==> src/rtl/soc_clk_gate_ctrl.sv <==
// Multi-channel automatic clock-gating controller: per-channel idle/wake FSM
// driving a glitch-free latch-based clock gate.
module soc_clk_gate_ctrl #(
  parameter int NUM_CH   = 4,
  parameter int IDLE_W   = 8,
  parameter int WAKE_CYC = 2
) (
  input  logic              clk_in,
  input  logic              rst,
  input  logic              SE,
  input  logic [IDLE_W-1:0] cfg_idle_thresh,
  input  logic [NUM_CH-1:0] ch_req,
  input  logic [NUM_CH-1:0] ch_force_on,
  output logic [NUM_CH-1:0] ch_ack,
  output logic [NUM_CH-1:0] ch_gated,
  output logic [NUM_CH-1:0] clk_out
);

  localparam int WCNT_W = (WAKE_CYC > 1) ? $clog2(WAKE_CYC) : 1;
  localparam logic [IDLE_W-1:0] CNT_MAX   = {IDLE_W{1'b1}};
  localparam logic [WCNT_W-1:0] WAKE_LAST = WCNT_W'(WAKE_CYC - 1);

  typedef enum logic [1:0] {
    ST_RUN   = 2'd0,
    ST_IDLE  = 2'd1,
    ST_GATED = 2'd2,
    ST_WAKE  = 2'd3
  } state_t;

  state_t            state_r     [NUM_CH];
  state_t            state_nxt_s [NUM_CH];
  logic [IDLE_W-1:0] cnt_r       [NUM_CH];
  logic [IDLE_W-1:0] cnt_nxt_s   [NUM_CH];
  logic [WCNT_W-1:0] wcnt_r      [NUM_CH];
  logic [WCNT_W-1:0] wcnt_nxt_s  [NUM_CH];
  logic [NUM_CH-1:0] act_s;
  logic [NUM_CH-1:0] en_r;
  logic [NUM_CH-1:0] ack_r;
  logic [NUM_CH-1:0] gated_r;
  logic [NUM_CH-1:0] gate_q_r;
  logic              thresh_on_s;

  assign act_s       = ch_req | ch_force_on;
  assign thresh_on_s = (cfg_idle_thresh != {IDLE_W{1'b0}});

  // Next-state and counter update for every channel.
  always_comb begin
    for (int i = 0; i < NUM_CH; i++) begin
      state_nxt_s[i] = state_r[i];
      cnt_nxt_s[i]   = cnt_r[i];
      wcnt_nxt_s[i]  = wcnt_r[i];
      case (state_r[i])
        ST_RUN: begin
          if (!act_s[i]) begin
            state_nxt_s[i] = ST_IDLE;
            cnt_nxt_s[i]   = IDLE_W'(1);
          end else begin
            state_nxt_s[i] = ST_RUN;
            cnt_nxt_s[i]   = {IDLE_W{1'b0}};
          end
        end
        ST_IDLE: begin
          // Activity wins over a threshold reached on the same edge.
          if (act_s[i]) begin
            state_nxt_s[i] = ST_RUN;
            cnt_nxt_s[i]   = {IDLE_W{1'b0}};
          end else if (thresh_on_s && (cnt_r[i] >= cfg_idle_thresh)) begin
            state_nxt_s[i] = ST_GATED;
          end else if (cnt_r[i] != CNT_MAX) begin
            cnt_nxt_s[i] = cnt_r[i] + IDLE_W'(1);
          end else begin
            cnt_nxt_s[i] = CNT_MAX;
          end
        end
        ST_GATED: begin
          if (act_s[i]) begin
            state_nxt_s[i] = ST_WAKE;
            wcnt_nxt_s[i]  = {WCNT_W{1'b0}};
          end else begin
            state_nxt_s[i] = ST_GATED;
          end
        end
        ST_WAKE: begin
          if (wcnt_r[i] == WAKE_LAST) begin
            state_nxt_s[i] = ST_RUN;
            cnt_nxt_s[i]   = {IDLE_W{1'b0}};
            wcnt_nxt_s[i]  = {WCNT_W{1'b0}};
          end else begin
            wcnt_nxt_s[i] = wcnt_r[i] + WCNT_W'(1);
          end
        end
        default: begin
          state_nxt_s[i] = ST_RUN;
          cnt_nxt_s[i]   = {IDLE_W{1'b0}};
          wcnt_nxt_s[i]  = {WCNT_W{1'b0}};
        end
      endcase
    end
  end

  // State, counters, gate enable and status flags are all registered together.
  always_ff @(posedge clk_in) begin
    if (rst) begin
      for (int i = 0; i < NUM_CH; i++) begin
        state_r[i] <= ST_RUN;
        cnt_r[i]   <= {IDLE_W{1'b0}};
        wcnt_r[i]  <= {WCNT_W{1'b0}};
      end
      en_r    <= {NUM_CH{1'b1}};
      ack_r   <= {NUM_CH{1'b1}};
      gated_r <= {NUM_CH{1'b0}};
    end else begin
      for (int i = 0; i < NUM_CH; i++) begin
        state_r[i] <= state_nxt_s[i];
        cnt_r[i]   <= cnt_nxt_s[i];
        wcnt_r[i]  <= wcnt_nxt_s[i];
        en_r[i]    <= (state_nxt_s[i] != ST_GATED);
        ack_r[i]   <= (state_nxt_s[i] == ST_RUN) || (state_nxt_s[i] == ST_IDLE);
        gated_r[i] <= (state_nxt_s[i] == ST_GATED);
      end
    end
  end

  // Gate latch is closed while clk_in is high so clk_out pulses are never clipped.
  always_latch begin
    if (!clk_in) begin
      gate_q_r <= en_r | {NUM_CH{SE}};
    end
  end

  assign clk_out  = {NUM_CH{clk_in}} & gate_q_r;
  assign ch_ack   = ack_r;
  assign ch_gated = gated_r;

endmodule

==> config.mk <==
export PLATFORM = sky130hd
export DESIGN_NAME = soc_clk_gate_ctrl
export DESIGN_NICKNAME = d
export VERILOG_FILES = /design/src/rtl/soc_clk_gate_ctrl.sv
export SDC_FILE = /design/constraint.sdc
export NUM_CORES = 1
export LEC_CHECK = 0
export CAP_MARGIN = 40
export CORE_MARGIN = 1
export CORE_UTILIZATION = 55
export CTS_CLUSTER_DIAMETER = 100
export DETAILED_ROUTE_END_ITERATION = 12
export PLACE_DENSITY = 0.78
export SETUP_SLACK_MARGIN = 0.5
export SLEW_MARGIN = 20
export SYNTH_ARGS = -nofsm -noshare
export SYNTH_HDL_FRONTEND = slang
export SYNTH_SLANG_ARGS = --single-unit
==> constraint.sdc <==
create_clock -name clk_in -period 6.3 [get_ports clk_in]
set_input_delay 0.63 -clock clk_in [delete_from_list [all_inputs] [get_ports clk_in]]
set_output_delay 0.63 -clock clk_in [all_outputs]
set_load 0.01 [all_outputs]
# Word level (Yosys, flattened, before mapping)
# Memories as Yosys holds them, arrays and structs flattened.
# Cells that the tools add are included.
[totals] regBits=12 latch_bits=4 ram_bits=44 rom_bits=0 input_bits=19 out_inout_bits=12 word_cells=159 memories=3
[mem_list] memory="cnt_r" depth=4 word_bits=8 read_ports=4 rd_clocked_by_memory_dff=0 write_ports=4 line_no="32" source="logic [IDLE_W-1:0] cnt_r [NUM_CH];"
[mem_list] memory="state_r" depth=4 word_bits=2 read_ports=4 rd_clocked_by_memory_dff=0 write_ports=4 line_no="30" source="state_t state_r [NUM_CH];"
[mem_list] memory="wcnt_r" depth=4 word_bits=1 read_ports=4 rd_clocked_by_memory_dff=0 write_ports=4 line_no="34" source="logic [WCNT_W-1:0] wcnt_r [NUM_CH];"
[classes] n_addsub=8 multipliers=0 n_div=0 magnitude_cmp=4 eq_ne=28 n_shift=0 mux=77 bitwise=15 reduce_logical=17
[ops] op="8-bit 2-to-1 mux" count=20
[ops] op="8-bit case mux with 3 select lines" count=4
[ops] op="8-bit by 1-bit adder with 8-bit output, second input constant" count=4
[ops] op="8-bit greater-or-equal comparator" count=4
[ops] op="2-bit 2-to-1 mux" count=16
[ops] op="8-bit != test, second input constant" count=4
[ops] op="2-bit case mux with 4 select lines" count=4
[ops] op="1-bit 2-to-1 mux" count=27
[ops] op="2-bit == test, second input constant" count=12
[ops] op="2-bit by 1-bit == test with 1-bit output, second input constant" count=8
[ops] op="2-bit logical NOT" count=8
[ops] op="1-bit bitwise OR" count=12
[ops] op="4-bit 2-to-1 mux" count=2
[ops] op="2-bit != test, second input constant" count=4
[ops] op="4-bit bitwise OR" count=2
[ops] op="1-bit case mux with 2 select lines" count=4
[ops] op="8-bit nonzero test" count=1
[ops] op="1-bit adder, second input constant" count=4
[ops] op="4-bit bitwise AND" count=1
[ops] op="1-bit logical AND" count=4
[ops] op="1-bit logical OR" count=4

# Logic depth before layout (Yosys ltp)
# Gate-level depths: netlist of run 1.
# An unclocked memory read counts as a cell.
[depth] word_depth=8 ltp_mapped=8 ltp_nobuf=8

==> impl_metrics.csv, run 1 <==
group,metric,value,unit
worst_hold_path,hold_class,"reg2reg",
grt,grt_usage,27.3,%
clock_network,postCtsSetupBuffers,0,
setup_path,critical_path_required,5670,ps
yosys,ys_types,62,
floorplanning,io_pins,31,
yosys,ys_warn_count,0,
floorplanning,start_util,58.4,%
yosys,synth_cells,473,
cells_and_area,diodes,0,
yosys,synth_edf_count,0,
floorplanning,die_x,85.0,um
clock_network,cts_resized,0,
yosys,ys.flop_type,"dfxtp_1",
grt,gr-total-overflow,0,
setup_path,worstPathArrival,4620,ps
clock_network,clk_pin_slew,70,ps
yosys,async_reset_ff_share,0,%
clock_network,hold_buffers,0,
cells_and_area,finalNetCount,563,
route,drt-total-wl,8950,um
floorplanning,rows,29,
timing,hold_viol_final,0,
yosys,syn_area,3790,sq um
grt,grt_pass1_vias,3415,
route,ant_nets,0,
timing,drv_slew,0,
pwr,max-vdd-ir-drop,0.136,mV
place,dpl.hpwl,6430,um
timing,rsz0062_at_grt,"false",
timing,holdWs,488,ps
setup_path,crit_path_max_fanout,1,
grt,grt_max_degree,20,
timing,worst_slew_pin_slew,961,ps
route,vias,3636,
cells_and_area,syn2layout_area_growth,15.8,%
setup_path,crit_path_start_kind,"latch",
grt,antenna_found_initial,0,
route,avgRoutedWirePerCell,15.1,um
yosys,synth_seq_cells,60,
setup_path,critical_path_class,"latch2out",
timing,slew_headroom,35.9,%
timing,setup_viol_count_final,0,
run_status,outcome,"finished, final reports clean",
cells_and_area,drive_above_1_share,8.75,%
pwr,p_leak,1.66,nW
floorplanning,core-area,6490,sq um
clock_network,cts_tree,"yes",
floorplanning,die_area,7230,sq um
route,drc,0,
timing,setup-tns-final,0,ps
grt,grt_first_pass_wirelength,15300,um
yosys,postSynthAreaPerCell,8.02,sq um
route,drt_iter0_drc,152,
place,portBuffers,30,
job,maxCapViolCount,0,
timing,fin_skew,7.29,ps
route,via_per_inst,6.15,
place,routabilityCongestion,0.875,
setup_path,end_kind,"output port",
clock_network,clk_latency,460,ps
pwr,p_per_area,211,nW/um^2
route,first_pass_iters,5,
yosys,syn_nets,528,
floorplanning,die_h,85.0,um
## cell families (layout without fill, tap and decap cells)
group / after synthesis / in the layout / synth area share, %
latches: 4 / 4 / 1.58
buf+inv: 41 / 82 / 4.32
simple gates: 198 / 198 / 26.7
fa+ha+maj: 36 / 36 / 11.9
mux: 4 / 4 / 1.19
flops: 56 / 56 / 29.6
compound gates: 134 / 134 / 24.8
## sequential cells by signal (all words and copies together) (netlist names)
name,flops
wcnt_r,4
ch_ack,4
cnt_r,32
en_r,4
ch_gated,4
gate_q_r,4
state_r,8
## metal layers
layer	part of all wire, %	GRT usage [%]	wire length [um]
met4	2.6	14.6	233
met2	46	43.0	4120
met1	46	33.2	4080
met5	0	0	0
met3	5.7	8.75	511
## worst max-delay path: stages (launching register included)
cell and delay (ps):
dlxtn_1 380, and2_1 110, clkdlybuf4s50_1 530
## placed cells by master, fill, tap and decap left out, types with 5 or more instances in the layout
master           count
o31ai_1              6
o21ai_0             25
and2_1              10
a21o_1               5
nor4_1               6
nor3_1              17
nor2_1              43
o21a_1               6
nor2b_1              6
nand2b_1            11
inv_1               27
a21oi_1             27
nand2_1             42
a31oi_1              8
nand4_1             11
clkdlybuf4s50_1     30
nand3_1             18
o211ai_1             9
ha_1                36
dfxtp_1             56
or2_2               11
clkbuf_8            13
## Yosys cell counts (4+ instances only)
master | number | area (sq um)
and2_1 | 10 | 62.6
or3_1 | 4 | 25.0
dfxtp_1 | 56 | 1120
o22ai_1 | 4 | 25.0
nand3_1 | 18 | 90.1
nor3_1 | 17 | 85.1
nand4_1 | 11 | 68.8
o221a_2 | 4 | 45.0
or2_2 | 11 | 68.8
o31ai_1 | 6 | 45.0
o311ai_0 | 4 | 35.0
a21oi_1 | 27 | 135
a21o_1 | 5 | 37.5
inv_1 | 27 | 101
nor2b_1 | 6 | 37.5
ha_1 | 36 | 450
o21a_1 | 6 | 45.0
o21ai_0 | 25 | 125
o211ai_1 | 9 | 67.6
clkbuf_1 | 10 | 37.5
nand2b_1 | 11 | 68.8
nor4_1 | 6 | 37.5
a31oi_1 | 8 | 50.1
and3_1 | 4 | 25.0
dlxtn_1 | 4 | 60.1
nand2_1 | 42 | 158
a211oi_1 | 4 | 30.0
nor2_1 | 43 | 161
## area by class of cell
type | instances | area (sq um)
fillers | 563 | 2100
multi-input cells | 372 | 2450
flip-flops and latches | 60 | 1180
clock inverters | 5 | 52.6
repair buffers | 29 | 280
inverters | 28 | 105
clock buffers | 20 | 230
well taps | 77 | 96.3
## worst paths after layout
kind	start	endpoint	slack (ps)	cells after the start
max	gate_q_r[1]$_DLATCH_N_	clk_out[1]	1050	2
min	wcnt_r[1]$_SDFFE_PP0P_	wcnt_r[1]$_SDFFE_PP0P_	490	2
max reg2reg	en_r[3]$_SDFF_PP1_	gate_q_r[3]$_DLATCH_N_	2600	1
min reg2reg	wcnt_r[1]$_SDFFE_PP0P_	wcnt_r[1]$_SDFFE_PP0P_	490	2
## stage by stage
step / setup WS [ps] / power [W] / cells / utilization (%) / cell area, sq um
after floorplan: 2000 / 0.000449 / 473 / - / 3790
after global placement: 1530 / 0.000520 / 569 / 63.8 / 4150
after detailed placement: 1530 / 0.000522 / 570 / 63.9 / 4150
after CTS: 1030 / 0.000933 / 591 / 67.6 / 4390
after global routing: 986 / 0.000969 / 591 / 67.6 / 4390
final: 1050 / 0.000925 / 591 / 67.6 / 4390
## power breakdown
group          internal (W)  switching, W
Clock              0.000293      0.000199
Combinational     0.0000254     0.0000306
Sequential         0.000373    0.00000396
Total              0.000692      0.000233
Note: power is estimated with default switching activity, not from simulation.
==> inputs of run 2 (changes only) <==
==> constraint.sdc (replaced) <==
create_clock -name clk_in -period 5.16 [get_ports clk_in]
set_input_delay 0.516 -clock clk_in [delete_from_list [all_inputs] [get_ports clk_in]]
set_output_delay 0.516 -clock clk_in [all_outputs]
set_load 0.01 [all_outputs]
==> run 2 against run 1 <==
  * Clock skew decreased by 1.4 ps
  * Core utilization increased by 0.058 points
  * Clock-buffer cell count decreased by 1
  * Die area unchanged
  * Flip-flop and latch count unchanged
  * Hold slack got worse by 2.2 ps
  * Non-clock buffer count increased by 1
  * Sequential share of layout area about the same
  * Combinational power increased by 21%
  * Global-route usage increased by 0.60 points
  * Largest power group unchanged
==> impl_metrics.csv, run 2 (synthesis results as in run 1) <==
group,metric,value,unit
clock_network,hold_buffers,0,
route,drc,0,
route,m1WireLength,4240,um
place,dpl.hpwl,6610,um
route,dr_wl_met3,468,um
cells_and_area,diodes,0,
cells_and_area,post-route-util,67.7,%
setup_path,worstPathArrival,4050,ps
grt,gr-total-overflow,0,
route,avgRoutedWirePerCell,15.5,um
pwr,p_leak,1.66,nW
clock_network,postCtsSetupBuffers,0,
timing,hold_viol_final,0,
clock_network,cts_tree,"yes",
setup_path,crit_path_start_kind,"latch",
cells_and_area,mostFrequentLayoutCells,"dfxtp_1, nor2_1, nand2_1",
grt,grt_max_degree,18,
cells_and_area,multi_input_comb_area,2450,sq um
floorplanning,start_util,58.4,%
cells_and_area,largest_reg_flops,32,
clock_network,clk_pin_slew,70,ps
floorplanning,die_area,7230,sq um
pwr,p_per_area,255,nW/um^2
grt,grt_usage,27.9,%
floorplanning,core-area,6490,sq um
route,vias,3696,
route,drt_iter0_drc,179,
timing,fin_skew,5.93,ps
cells_and_area,reg.largest.list,"cnt_r (32), state_r (8)",
clock_network,clk_latency,460,ps
setup_path,crit_path_max_fanout,1,
timing,setup_viol_count_final,0,
route,dr_wl_met2,4220,um
cells_and_area,regArea,1180,sq um
cells_and_area,final_common_cell,"dfxtp_1",
clock_network,cts_resized,0,
route,via_per_inst,6.24,
grt,grt_pass1_vias,3499,
cells_and_area,top_register,"cnt_r",
worst_hold_path,hold_class,"reg2reg",
timing,slew_headroom,39.6,%
setup_path,end_kind,"output port",
route,drt-total-wl,9150,um
floorplanning,die_x,85.0,um
cells_and_area,syn2layout_area_growth,15.9,%
grt,grt_first_pass_wirelength,15800,um
timing,drv_slew,0,
cells_and_area,finalNetCount,564,
route,top_layer_used,"met4",
pwr,max-vdd-ir-drop,0.172,mV
timing,setup-tns-final,0,ps
timing,rsz0062_at_grt,"false",
setup_path,critical_path_class,"latch2out",
place,portBuffers,30,
floorplanning,die_h,85.0,um
floorplanning,rows,29,
cells_and_area,drive_above_1_share,8.74,%
setup_path,critical_path_required,4640,ps
grt,antenna_found_initial,0,
route,first_pass_iters,4,
floorplanning,io_pins,31,
run_status,outcome,"finished, final reports clean",
place,routabilityCongestion,0.872,
cells_and_area,nFillCells,590,
route,ant_nets,0,
job,maxCapViolCount,0,
timing,worst_slew_pin_slew,906,ps
pwr,finalPower,0.00112,W
## run 2: changes by cell type in the layout (fill, tap and decap cells not counted)
cell	previous run	this run
clkbuf_2	0	1
clkinv_1	0	2
clkbuf_1	3	2
clkinv_2	3	2
## run 2: worst paths after layout
path	start	endpoint	slack, ps	cells after the start
setup / recovery	gate_q_r[3]$_DLATCH_N_	clk_out[3]	590	2
hold / removal	wcnt_r[1]$_SDFFE_PP0P_	wcnt_r[1]$_SDFFE_PP0P_	490	2
setup reg to reg	en_r[1]$_SDFF_PP1_	gate_q_r[1]$_DLATCH_N_	1990	1
hold reg to reg	wcnt_r[1]$_SDFFE_PP0P_	wcnt_r[1]$_SDFFE_PP0P_	490	2
## run 2: metrics by stage
stage                     hold slack (ps)  cell area [sq um]  cells  setup WS [ps]
after floorplan                       455               3790    473           1540
after global placement                472               4150    569           1080
after detailed placement              480               4150    570           1070
after CTS                             490               4390    591            573
after global routing                  511               4400    592            528
final                                 486               4400    592            590
## run 2: area by class of cell
cell class	instances	share of cell area [%]
clock buffer	19	5.15
clock inverter	6	1.25
inverter	28	2.39
tap	77	2.19
sequential	60	26.9
multi-input combinational	372	55.7
timing repair buffer	30	6.49
## run 2: per-layer routing
metal	up-vias	global-route usage, %
met2	110	43.8
li1	1844	-
met1	1721	33.7
met3	21	7.59
met4	0	17.9
met5	-	0
## run 2: power breakdown
group | switching (W) | internal [W] | total [W]
registers | 0.00000501 | 0.000456 | 0.000461
clock network | 0.000238 | 0.000355 | 0.000593
logic | 0.0000370 | 0.0000308 | 0.0000678
## run 2: critical path, stage by stage, from the launching register on
cell and delay [ps]:
dlxtn_1 390, and2_1 110, clkdlybuf4s50_1 520
